==> src/rtl/mem_wb_stage_if.sv <==
// MEM/WB stage bus: instruction fields arriving from MEM and the
// registered write-back results going to the register file.
interface mem_wb_stage_if #(
  parameter int DATA_W = 32
);
  logic              stall;
  logic              flush;
  logic              in_valid;
  logic [5:0]        opcode;
  logic              memToReg;
  logic              regWrite;
  logic [4:0]        dest_reg;
  logic [DATA_W-1:0] ALU_result;
  logic [DATA_W-1:0] mem_out;

  logic              wb_valid;
  logic              wb_regWrite;
  logic [4:0]        wb_dest;
  logic [DATA_W-1:0] wb_data;
  logic              align_err;
  logic [31:0]       retired_count;

  modport master (
    output stall, flush, in_valid, opcode, memToReg, regWrite, dest_reg,
           ALU_result, mem_out,
    input  wb_valid, wb_regWrite, wb_dest, wb_data, align_err, retired_count
  );

  modport slave (
    input  stall, flush, in_valid, opcode, memToReg, regWrite, dest_reg,
           ALU_result, mem_out,
    output wb_valid, wb_regWrite, wb_dest, wb_data, align_err, retired_count
  );
endinterface

==> src/rtl/mem_wb_stage.sv <==
// MEM/WB pipeline register: formats big-endian load data, suppresses
// misaligned and $0 writes, and counts retired instructions.
module mem_wb_stage (
  input  logic           clk,
  input  logic           rst_n,
  mem_wb_stage_if.slave  bus
);
  localparam logic [5:0] OP_LB  = 6'b100000;
  localparam logic [5:0] OP_LBU = 6'b100100;
  localparam logic [5:0] OP_LH  = 6'b100001;
  localparam logic [5:0] OP_LHU = 6'b100101;
  localparam logic [5:0] OP_LW  = 6'b100011;

  logic [31:0] data_d;
  logic        misaligned_d;
  logic        regwrite_d;

  logic        valid_q;
  logic        regwrite_q;
  logic [4:0]  dest_q;
  logic [31:0] data_q;
  logic        align_err_q;
  logic [31:0] count_q;

  // The addressed byte/halfword always sits at the top of mem_out.
  always_comb begin
    data_d = bus.ALU_result;
    if (bus.memToReg) begin
      case (bus.opcode)
        OP_LB:   data_d = {{24{bus.mem_out[31]}}, bus.mem_out[31:24]};
        OP_LBU:  data_d = {24'd0, bus.mem_out[31:24]};
        OP_LH:   data_d = {{16{bus.mem_out[31]}}, bus.mem_out[31:16]};
        OP_LHU:  data_d = {16'd0, bus.mem_out[31:16]};
        default: data_d = bus.mem_out;
      endcase
    end

    misaligned_d = 1'b0;
    case (bus.opcode)
      OP_LH, OP_LHU: misaligned_d = bus.in_valid & bus.ALU_result[0];
      OP_LW:         misaligned_d = bus.in_valid & (bus.ALU_result[1:0] != 2'b00);
      default:       misaligned_d = 1'b0;
    endcase

    regwrite_d = bus.in_valid & bus.regWrite & (bus.dest_reg != 5'd0) & ~misaligned_d;
  end

  always_ff @(posedge clk) begin
    if (!rst_n) begin
      valid_q     <= 1'b0;
      regwrite_q  <= 1'b0;
      dest_q      <= 5'd0;
      data_q      <= 32'd0;
      align_err_q <= 1'b0;
      count_q     <= 32'd0;
    end else if (bus.flush) begin
      // Bubble wins over stall; sticky error and counter are left alone.
      valid_q    <= 1'b0;
      regwrite_q <= 1'b0;
      dest_q     <= 5'd0;
      data_q     <= 32'd0;
    end else if (!bus.stall) begin
      valid_q    <= bus.in_valid;
      regwrite_q <= regwrite_d;
      dest_q     <= bus.dest_reg;
      data_q     <= data_d;
      if (misaligned_d) begin
        align_err_q <= 1'b1;
      end
      if (bus.in_valid) begin
        count_q <= count_q + 32'd1;
      end
    end
  end

  assign bus.wb_valid      = valid_q;
  assign bus.wb_regWrite   = regwrite_q;
  assign bus.wb_dest       = dest_q;
  assign bus.wb_data       = data_q;
  assign bus.align_err     = align_err_q;
  assign bus.retired_count = count_q;
endmodule

==> src/flat_wrapper.sv <==
// flat-port wrapper written by rule: the top's interface ports become plain ports
module mem_wb_stage_flat 
  (clk, rst_n, bus_stall, bus_flush, bus_in_valid, bus_opcode, bus_memToReg, bus_regWrite, bus_dest_reg, bus_ALU_result, bus_mem_out, bus_wb_valid, bus_wb_regWrite, bus_wb_dest, bus_wb_data, bus_align_err, bus_retired_count);
  mem_wb_stage_if bus_i ();
  input  logic clk;
  input  logic rst_n;
  input wire logic [$bits(bus_i.stall)-1:0] bus_stall;
  input wire logic [$bits(bus_i.flush)-1:0] bus_flush;
  input wire logic [$bits(bus_i.in_valid)-1:0] bus_in_valid;
  input wire logic [$bits(bus_i.opcode)-1:0] bus_opcode;
  input wire logic [$bits(bus_i.memToReg)-1:0] bus_memToReg;
  input wire logic [$bits(bus_i.regWrite)-1:0] bus_regWrite;
  input wire logic [$bits(bus_i.dest_reg)-1:0] bus_dest_reg;
  input wire logic [$bits(bus_i.ALU_result)-1:0] bus_ALU_result;
  input wire logic [$bits(bus_i.mem_out)-1:0] bus_mem_out;
  output wire logic [$bits(bus_i.wb_valid)-1:0] bus_wb_valid;
  output wire logic [$bits(bus_i.wb_regWrite)-1:0] bus_wb_regWrite;
  output wire logic [$bits(bus_i.wb_dest)-1:0] bus_wb_dest;
  output wire logic [$bits(bus_i.wb_data)-1:0] bus_wb_data;
  output wire logic [$bits(bus_i.align_err)-1:0] bus_align_err;
  output wire logic [$bits(bus_i.retired_count)-1:0] bus_retired_count;
  assign bus_i.stall = bus_stall;
  assign bus_i.flush = bus_flush;
  assign bus_i.in_valid = bus_in_valid;
  assign bus_i.opcode = bus_opcode;
  assign bus_i.memToReg = bus_memToReg;
  assign bus_i.regWrite = bus_regWrite;
  assign bus_i.dest_reg = bus_dest_reg;
  assign bus_i.ALU_result = bus_ALU_result;
  assign bus_i.mem_out = bus_mem_out;
  assign bus_wb_valid = bus_i.wb_valid;
  assign bus_wb_regWrite = bus_i.wb_regWrite;
  assign bus_wb_dest = bus_i.wb_dest;
  assign bus_wb_data = bus_i.wb_data;
  assign bus_align_err = bus_i.align_err;
  assign bus_retired_count = bus_i.retired_count;
  mem_wb_stage u_core (.clk(clk), .rst_n(rst_n), .bus(bus_i));
endmodule
==> config.mk <==
export PLATFORM = sky130hd
export DESIGN_NAME = mem_wb_stage_flat
export DESIGN_NICKNAME = d
export VERILOG_FILES = /design/src/rtl/mem_wb_stage_if.sv /design/src/rtl/mem_wb_stage.sv /design/src/flat_wrapper.sv
export SDC_FILE = /design/constraint.sdc
export NUM_CORES = 1
export LEC_CHECK = 0
export ABC_AREA = 1
export CAP_MARGIN = 5
export CELL_PAD_IN_SITES_DETAIL_PLACEMENT = 1
export CELL_PAD_IN_SITES_GLOBAL_PLACEMENT = 1
export CORE_ASPECT_RATIO = 1.75
export CORE_MARGIN = 5
export CORE_UTILIZATION = 30
export DETAILED_ROUTE_END_ITERATION = 6
export GPL_TIMING_DRIVEN = 0
export HOLD_SLACK_MARGIN = 0.03
export PLACE_DENSITY_LB_ADDON = 0.1
export RECOVER_POWER = 25
export SLEW_MARGIN = 5
export SYNTH_ARGS = -nofsm -noshare
export SYNTH_HDL_FRONTEND = slang
export SYNTH_SLANG_ARGS = --single-unit
==> constraint.sdc <==
create_clock -name clk -period 1.8 [get_ports clk]
set_input_delay 0.36 -clock clk [delete_from_list [all_inputs] [get_ports clk]]
set_output_delay 0.36 -clock clk [all_outputs]
set_load 0.05 [all_outputs]
# After elaboration in Yosys (flattened, before gate mapping)
# Index checks and enable logic that the tools add are counted.
# totals
ff_bits	72
out_inout_bits	72
# op_classes
n_addsub	1
eq_ne	5
mux	3
bitwise_logic	9
reduce_logical	6
# op_table
op	count
one-hot mux 32 bit (4 select lines)	1
adder 32 x 1 -> 32 bit, second input constant	1
two-way mux 32 bit	1
equality test 6 bit, second input constant	5
AND reduction 3 bit	2
bitwise AND 1 bit	5
nonzero test 5 bit	1
NOT 1 bit	4
OR reduction 2 bit	2
one-hot mux 1 bit (2 select lines)	1
nonzero test 2 bit	1

# Depth between registers and ports, before layout
# Gate-level depths: netlist of run 1.
# depth
word_depth	5
ltp_mapped	11

# Worst setup path before layout of run 1
# Ideal clock, no wire load.
# synth_path
path_type	register -> register
from	register u_core.count_q[1], in the netlist u_core.bus.retired_count[1]
to	register u_core.count_q[28], in the netlist u_core.bus.retired_count[28]
arrival_time_ns	1.760
path_slack_ns	-0.070
path_stages_with_launch	10
path_cell_list	dfxtp_1 -> ha_1 -> inv_1 -> nor2_1 -> nand4_4 -> nor2_4 -> buf_6 -> nand4_1 -> nand2_1 -> nor2_1
# synth_via
elab_chain_len	1
# synth_rtl
item	line	source
start: declaration	mem_wb_stage.sv:23	logic [31:0] count_q;
start signal: assignment	mem_wb_stage.sv:71	count_q <= count_q + 32'd1;
adder 32 x 1 -> 32 bit	mem_wb_stage.sv:71	
# Every way passes these cells.
# A chain may end at the register's enable or synchronous reset.

# Final worst setup path of run 1
# layout_path
from	register u_core.count_q[27], in the netlist u_core.bus.retired_count[27]
to	output bus_retired_count[27]
# layout_lines
item	line	source
end: declaration	flat_wrapper.sv:21	output wire logic [$bits(bus_i.retired_count)-1:0] bus_retired_count;
# No word-level cell between the ends.

==> impl_metrics.ini, run 1 <==
[cells_and_area]
fin_cells = 961
fin_util_pct = 46.6
final_common_cell = nand2_1
finalNetCount = 868
post-route-cell-area_sq_um = 6060
fillCellCount = 1686
syn2layout_area_growth_pct = 51.8
final_layout_size_suffix_gt1_share_pct = 7.34
final_cell_mix = 159 x nand2_1, 79 x clkdlybuf4s50_1, 74 x a21oi_1, 73 x dlygate4sd2_1, 69 x dfxtp_1
diodes = 0

[placed_design]
dp.cells = 942
place_hpwl_um = 13700
io_buffer_count = 152
place_area_sq_um = 5730
place.gp.congestion = 0.893

[synthesis]
yosys_warnings = 0
ys_ff_latch = 72
yosysTopAreaCell = dfxtp_1
postSynthAreaPerCell_sq_um = 6.45
synth_cells = 619
synth_top_area_share_pct = 36.1
synth_area_leaders = dfxtp_1 36%, nand2_1 15%, a21oi_1 9.3%
syn_area_sq_um = 3990
yosysSeqAreaShare_pct = 36.1
synth_cell_types = 33
synth_nets = 702

[worst_setup_path]
crit_path_end_kind = output pin
crit_type = register to output pin
crit_path_start_kind = register
crit_required_ns = 1.44
critical_path.max_stage_delay_ns = 0.58
cp_max_fo = 7
cp_top_family = buffers and inverters
critPathArrivalTime_ns = 1.40
path_cells = dlygate4sd2_1
slowest_stage = dlygate4sd2_1
critical_path_buf_inv_count = 1

[drt]
firstDrtPassIters = 4
drt-wirelength-per-cell_um = 17.5
routed_wl_um = 16900
dr_total_vias = 4869
route.detailed.drc = 0
vias_per_cell = 5.07
dr.first_iter.drc_count = 77
ant_nets = 0

[global_route]
groute.usage.overall_pct = 21.3
grt-ovfl-total = 0
grt_pass1_vias = 5464
antenna_found_initial = 0
grt_first_pass_wirelength_um = 26800
grt_max_degree = 13

[clocking]
clockRootBuffer = clkbuf_16
cts_buffer_depth = 2
clkTransAtPathRegs_ns = 0.07
cts_buffers = 9
clock_latency_ns = 0.34
cts.sinks = 72
htree_levels = 3
cts_tree = built

[timing]
drv_slew = 0
rsz0062_at_grt = yes
skew_ns = 0.00948
layout_min_cycle_time_ns = 1.76
finalSetupViolations = 0
hold_viol_final = 0
period_share_pct = 97.7
setup_tns_ns = 0
fmax_mhz = 569
max_slew.worst_pin.slew_ns = 0.671
max_slew_margin_pct = 55.3

[floorplan]
fp.dieW_um = 97.2
core_area_sq_um = 13000
fp-row-count = 55
dieArea_sq_um = 15800
start_util_pct = 30.7
io_pins = 154
die_h_um = 163

[outcome]
status = finished clean

[power_and_ir_drop]
peakVddDrop_mv = 0.439
powerDensity_nw_per_um2 = 722
leakagePower_nw = 2.58

[worst_hold_path]
min_path_type = primary input to register

[job]
drv_cap = 0
[power by group]
part	switching, W	internal [W]
Sequential	0.0000224	0.00163
Combinational	0.000423	0.000282
Clock	0.000761	0.00125
[final timing paths]
kind,from,to,slack (ns),depth (start not counted)
setup / recovery,u_core.bus.retired_count[27],bus_retired_count[27],0.04,1
hold / removal,bus_stall,u_core.bus.wb_dest[0],0.28,3
setup reg to reg,u_core.bus.retired_count[0],u_core.bus.retired_count[30],0.11,9
hold reg to reg,u_core.bus.align_err,u_core.bus.align_err,0.45,2
[per-layer routing]
metal  global-route usage (%)  wire length, um  vias up
li1                         -                -     2387
met1                     17.8             5390     2315
met2                     44.6             9830      130
met3                     6.47             1050       37
met4                     8.75              576        0
met5                        0                0        -
[registers in the layout, summed over array words and instances, names as in the netlist]
name	flops
u_core.bus.wb_valid	1
u_core.bus.wb_dest	5
u_core.bus.wb_regWrite	1
u_core.bus.retired_count	32
u_core.bus.wb_data	32
u_core.bus.align_err	1
[logic make-up after synthesis]
kind of cell             after synthesis  share of synthesized area [%]
XOR/XNOR                               3                          0.659
adder cells (fa/ha/maj)                1                          0.314
flip-flops                            72                           36.1
buffers and inverters                 82                           8.44
AND/OR/NAND/NOR                      310                           35.2
AO/OA/AOI/OAI                        151                           19.3
[cell type report]
class	count	area, sq um	area share (%)
multi-input combinational	465	2250	37.2
tap	171	214	3.53
clock inverter	5	80.1	1.32
timing repair buffer	155	1470	24.3
sequential	72	1450	23.9
clock buffer	11	243	4.01
inverter	54	208	3.43
buffer	28	143	2.36
[worst reg2reg max path, stage by stage (launching register included)]
cell	delay (ns)
dfxtp_4	0.38
ha_2	0.19
inv_1	0.07
nor2_2	0.15
nand4_4	0.14
nor2_4	0.28
clkbuf_16	0.20
nand4_1	0.08
nand2_1	0.08
nor2_1	0.04
[repair_timing]
item / in CTS / in global routing
cloned: 0 / 1
endpoints found under the setup margin: 107 / 34
gates resized for setup: 79 / 18
hold buffers: 0 / 0
buffers inserted: 1 / 1
pin swaps: 1 / 2
[cell usage after synthesis]
cell / instances
o22ai_1: 7
nand4_1: 23
dfxtp_1: 72
nor2_1: 67
inv_1: 50
ha_1: 1
a21oi_1: 74
nand3_1: 40
o21ai_0: 62
buf_2: 1
nor3_1: 1
and3_1: 1
o211ai_1: 1
buf_6: 3
nand4_4: 2
o21ai_1: 6
nor2_2: 4
buf_1: 2
nor3b_1: 1
or2_2: 2
inv_6: 1
nand2_2: 1
xor2_1: 2
inv_2: 2
nor2_4: 4
nand2_4: 1
clkbuf_1: 22
xnor2_1: 1
nand3_2: 3
o21bai_1: 1
nor2_8: 1
clkinv_1: 1
nand2_1: 159
[metrics by stage]
step | power (W) | hold slack, ns | setup slack, ns
6_report | 0.00437 | 0.284 | 0.0418
5_1_grt | 0.00454 | 0.296 | -0.0254
4_1_cts | 0.00441 | 0.279 | 0.00844
3_5_place_dp | 0.00242 | 0.444 | -0.550
3_3_place_gp | 0.00241 | 0.439 | -0.497
2_1_floorplan | 0.00204 | 0.491 | 0.0696
(Power assumes the default switching activity.)
==> run 2, diff against run 1 <==
--- a/config.mk
+++ b/config.mk
@@ -13,7 +13,6 @@
 export CORE_MARGIN = 5
 export CORE_UTILIZATION = 30
 export DETAILED_ROUTE_END_ITERATION = 6
-export GPL_TIMING_DRIVEN = 0
 export HOLD_SLACK_MARGIN = 0.03
 export PLACE_DENSITY_LB_ADDON = 0.1
 export RECOVER_POWER = 25
==> run 2 against run 1 <==
Clock skew decreased by 0.0025 ns. First-iteration DRC count unchanged. Combinational power increased by 1%. Clock power increased by 6%. Utilization decreased by 0.31 points. Largest cell class unchanged. Clock-buffer cell count unchanged. Critical path type is now primary input to register.
==> impl_metrics.ini, run 2 (synthesis results as in run 1) <==
[clocking]
htree_levels = 3
cts_buffer_depth = 2
cts_buffers = 9
post_cts_resized = 0
cts.sinks = 72
clockRootBuffer = clkbuf_16
clkTransAtPathRegs_ns = 0.06
cts_setup_buffers = 0
clock_latency_ns = 0.34
hold_buffers = 0
cts_tree = built

[drt]
dr.first_iter.drc_count = 77
routed_wl_um = 16500
dr_total_vias = 4876
vias_per_cell = 5.02
firstDrtPassIters = 5
ant_nets = 0
route.detailed.drc = 0
drt-wirelength-per-cell_um = 17.0

[timing]
finalSetupViolations = 0
skew_ns = 0.00697
hold_viol_final = 0
drv_slew = 0
layout_min_cycle_time_ns = 1.66
rsz0062_at_grt = no
period_share_pct = 92.2
hold_ws_ns = 0.450
fmax_mhz = 602
max_slew.worst_pin.slew_ns = 0.689
max_slew_margin_pct = 54.3

[global_route]
grt_first_pass_wirelength_um = 26100
groute.usage.overall_pct = 20.7
grt-ovfl-total = 0
grt_pass1_vias = 5320
antenna_found_initial = 0
grt_max_degree = 43

[worst_setup_path]
worst-r2r-setup-slack_ns = 0.18
crit_path_end_kind = register
cp_max_fo = 9
crit_path_start_kind = primary input
path_cells = clkdlybuf4s50_1 -> inv_1 -> nor2_4 -> buf_4 -> nand3_1 -> o21ai_1 -> buf_4 -> o22ai_1 -> a21oi_1
critical_path.max_stage_delay_ns = 0.48
crit_required_ns = 2.06
slowest_stage = clkdlybuf4s50_1
cp_common_cell = buf_4
crit_type = primary input to register
critPathArrivalTime_ns = 1.92

[floorplan]
fp.dieW_um = 97.2
fp-row-count = 55
dieArea_sq_um = 15800
die_h_um = 163
start_util_pct = 30.7
io_pins = 154
core_area_sq_um = 13000

[power_and_ir_drop]
powerDensity_nw_per_um2 = 748
leakagePower_nw = 2.40
peakVddDrop_mv = 0.469
total_power_w = 0.00450

[cells_and_area]
final_layout_size_suffix_gt1_share_pct = 14.6
multi_input_comb_area_sq_um = 2220
final_cell_mix = 159 x nand2_1, 81 x clkdlybuf4s50_1, 74 x a21oi_1, 72 x buf_4, 70 x dfxtp_1
finalNetCount = 879
seq_area_sq_um = 1440
fillCellCount = 1690
post-route-cell-area_sq_um = 6020
final_common_cell = nand2_1
syn2layout_area_growth_pct = 50.8
diodes = 0

[placed_design]
io_buffer_count = 153
place_area_sq_um = 5800
place_hpwl_um = 13700
place.gp.congestion = 0.866

[outcome]
status = finished clean

[worst_hold_path]
min_path_type = register to register

[job]
drv_cap = 0
-- run 2: worst paths after layout --
path	startpoint	cells past startpoint	endpoint
max reg2reg	u_core.bus.retired_count[0]	9	u_core.bus.retired_count[10]
min	u_core.bus.align_err	2	u_core.bus.align_err
max	bus_opcode[5]	9	u_core.bus.wb_data[9]
min reg2reg	u_core.bus.align_err	2	u_core.bus.align_err
-- run 2: where the power goes --
part	total, W	internal [W]	switching [W]
logic	0.000713	0.000297	0.000416
clock network	0.00213	0.00139	0.000732
registers	0.00166	0.00164	0.0000245
-- run 2: final cells by class --
type | instances | share of cell area, %
well taps | 171 | 3.56
clock buffers | 11 | 4.03
clock inverters | 5 | 1.73
multi-input cells | 465 | 36.9
repair buffers | 194 | 26.4
inverters | 54 | 3.45
flip-flops and latches | 72 | 24.0
-- run 2: worst max-delay path: cells and delay by family --
kind,cells,cell delay [ns]
AOI/OAI and AO/OA,3,0.46
buffers and inverters,4,0.93
and+or+nand+nor,2,0.17
-- run 2: per-layer routing --
metal / global-route usage (%) / up-vias / share of wire (%)
met1: 17.7 / 2301 / 32
met3: 4.67 / 39 / 5.0
met2: 43.2 / 127 / 59
li1: - / 2409 / -
met4: 9.97 / 0 / 4.0
met5: 0 / - / 0
-- run 2: stage by stage --
step	instances	util [%]	setup slack (ns)	TNS [ns]
final	972	46.3	0.140	0
after global routing	972	46.3	0.0137	0
after CTS	972	47.3	0.123	0
after detailed placement	956	44.6	-0.229	-6.60
after global placement	956	44.6	-0.139	-2.85
after floorplan	619	-	0.0696	0
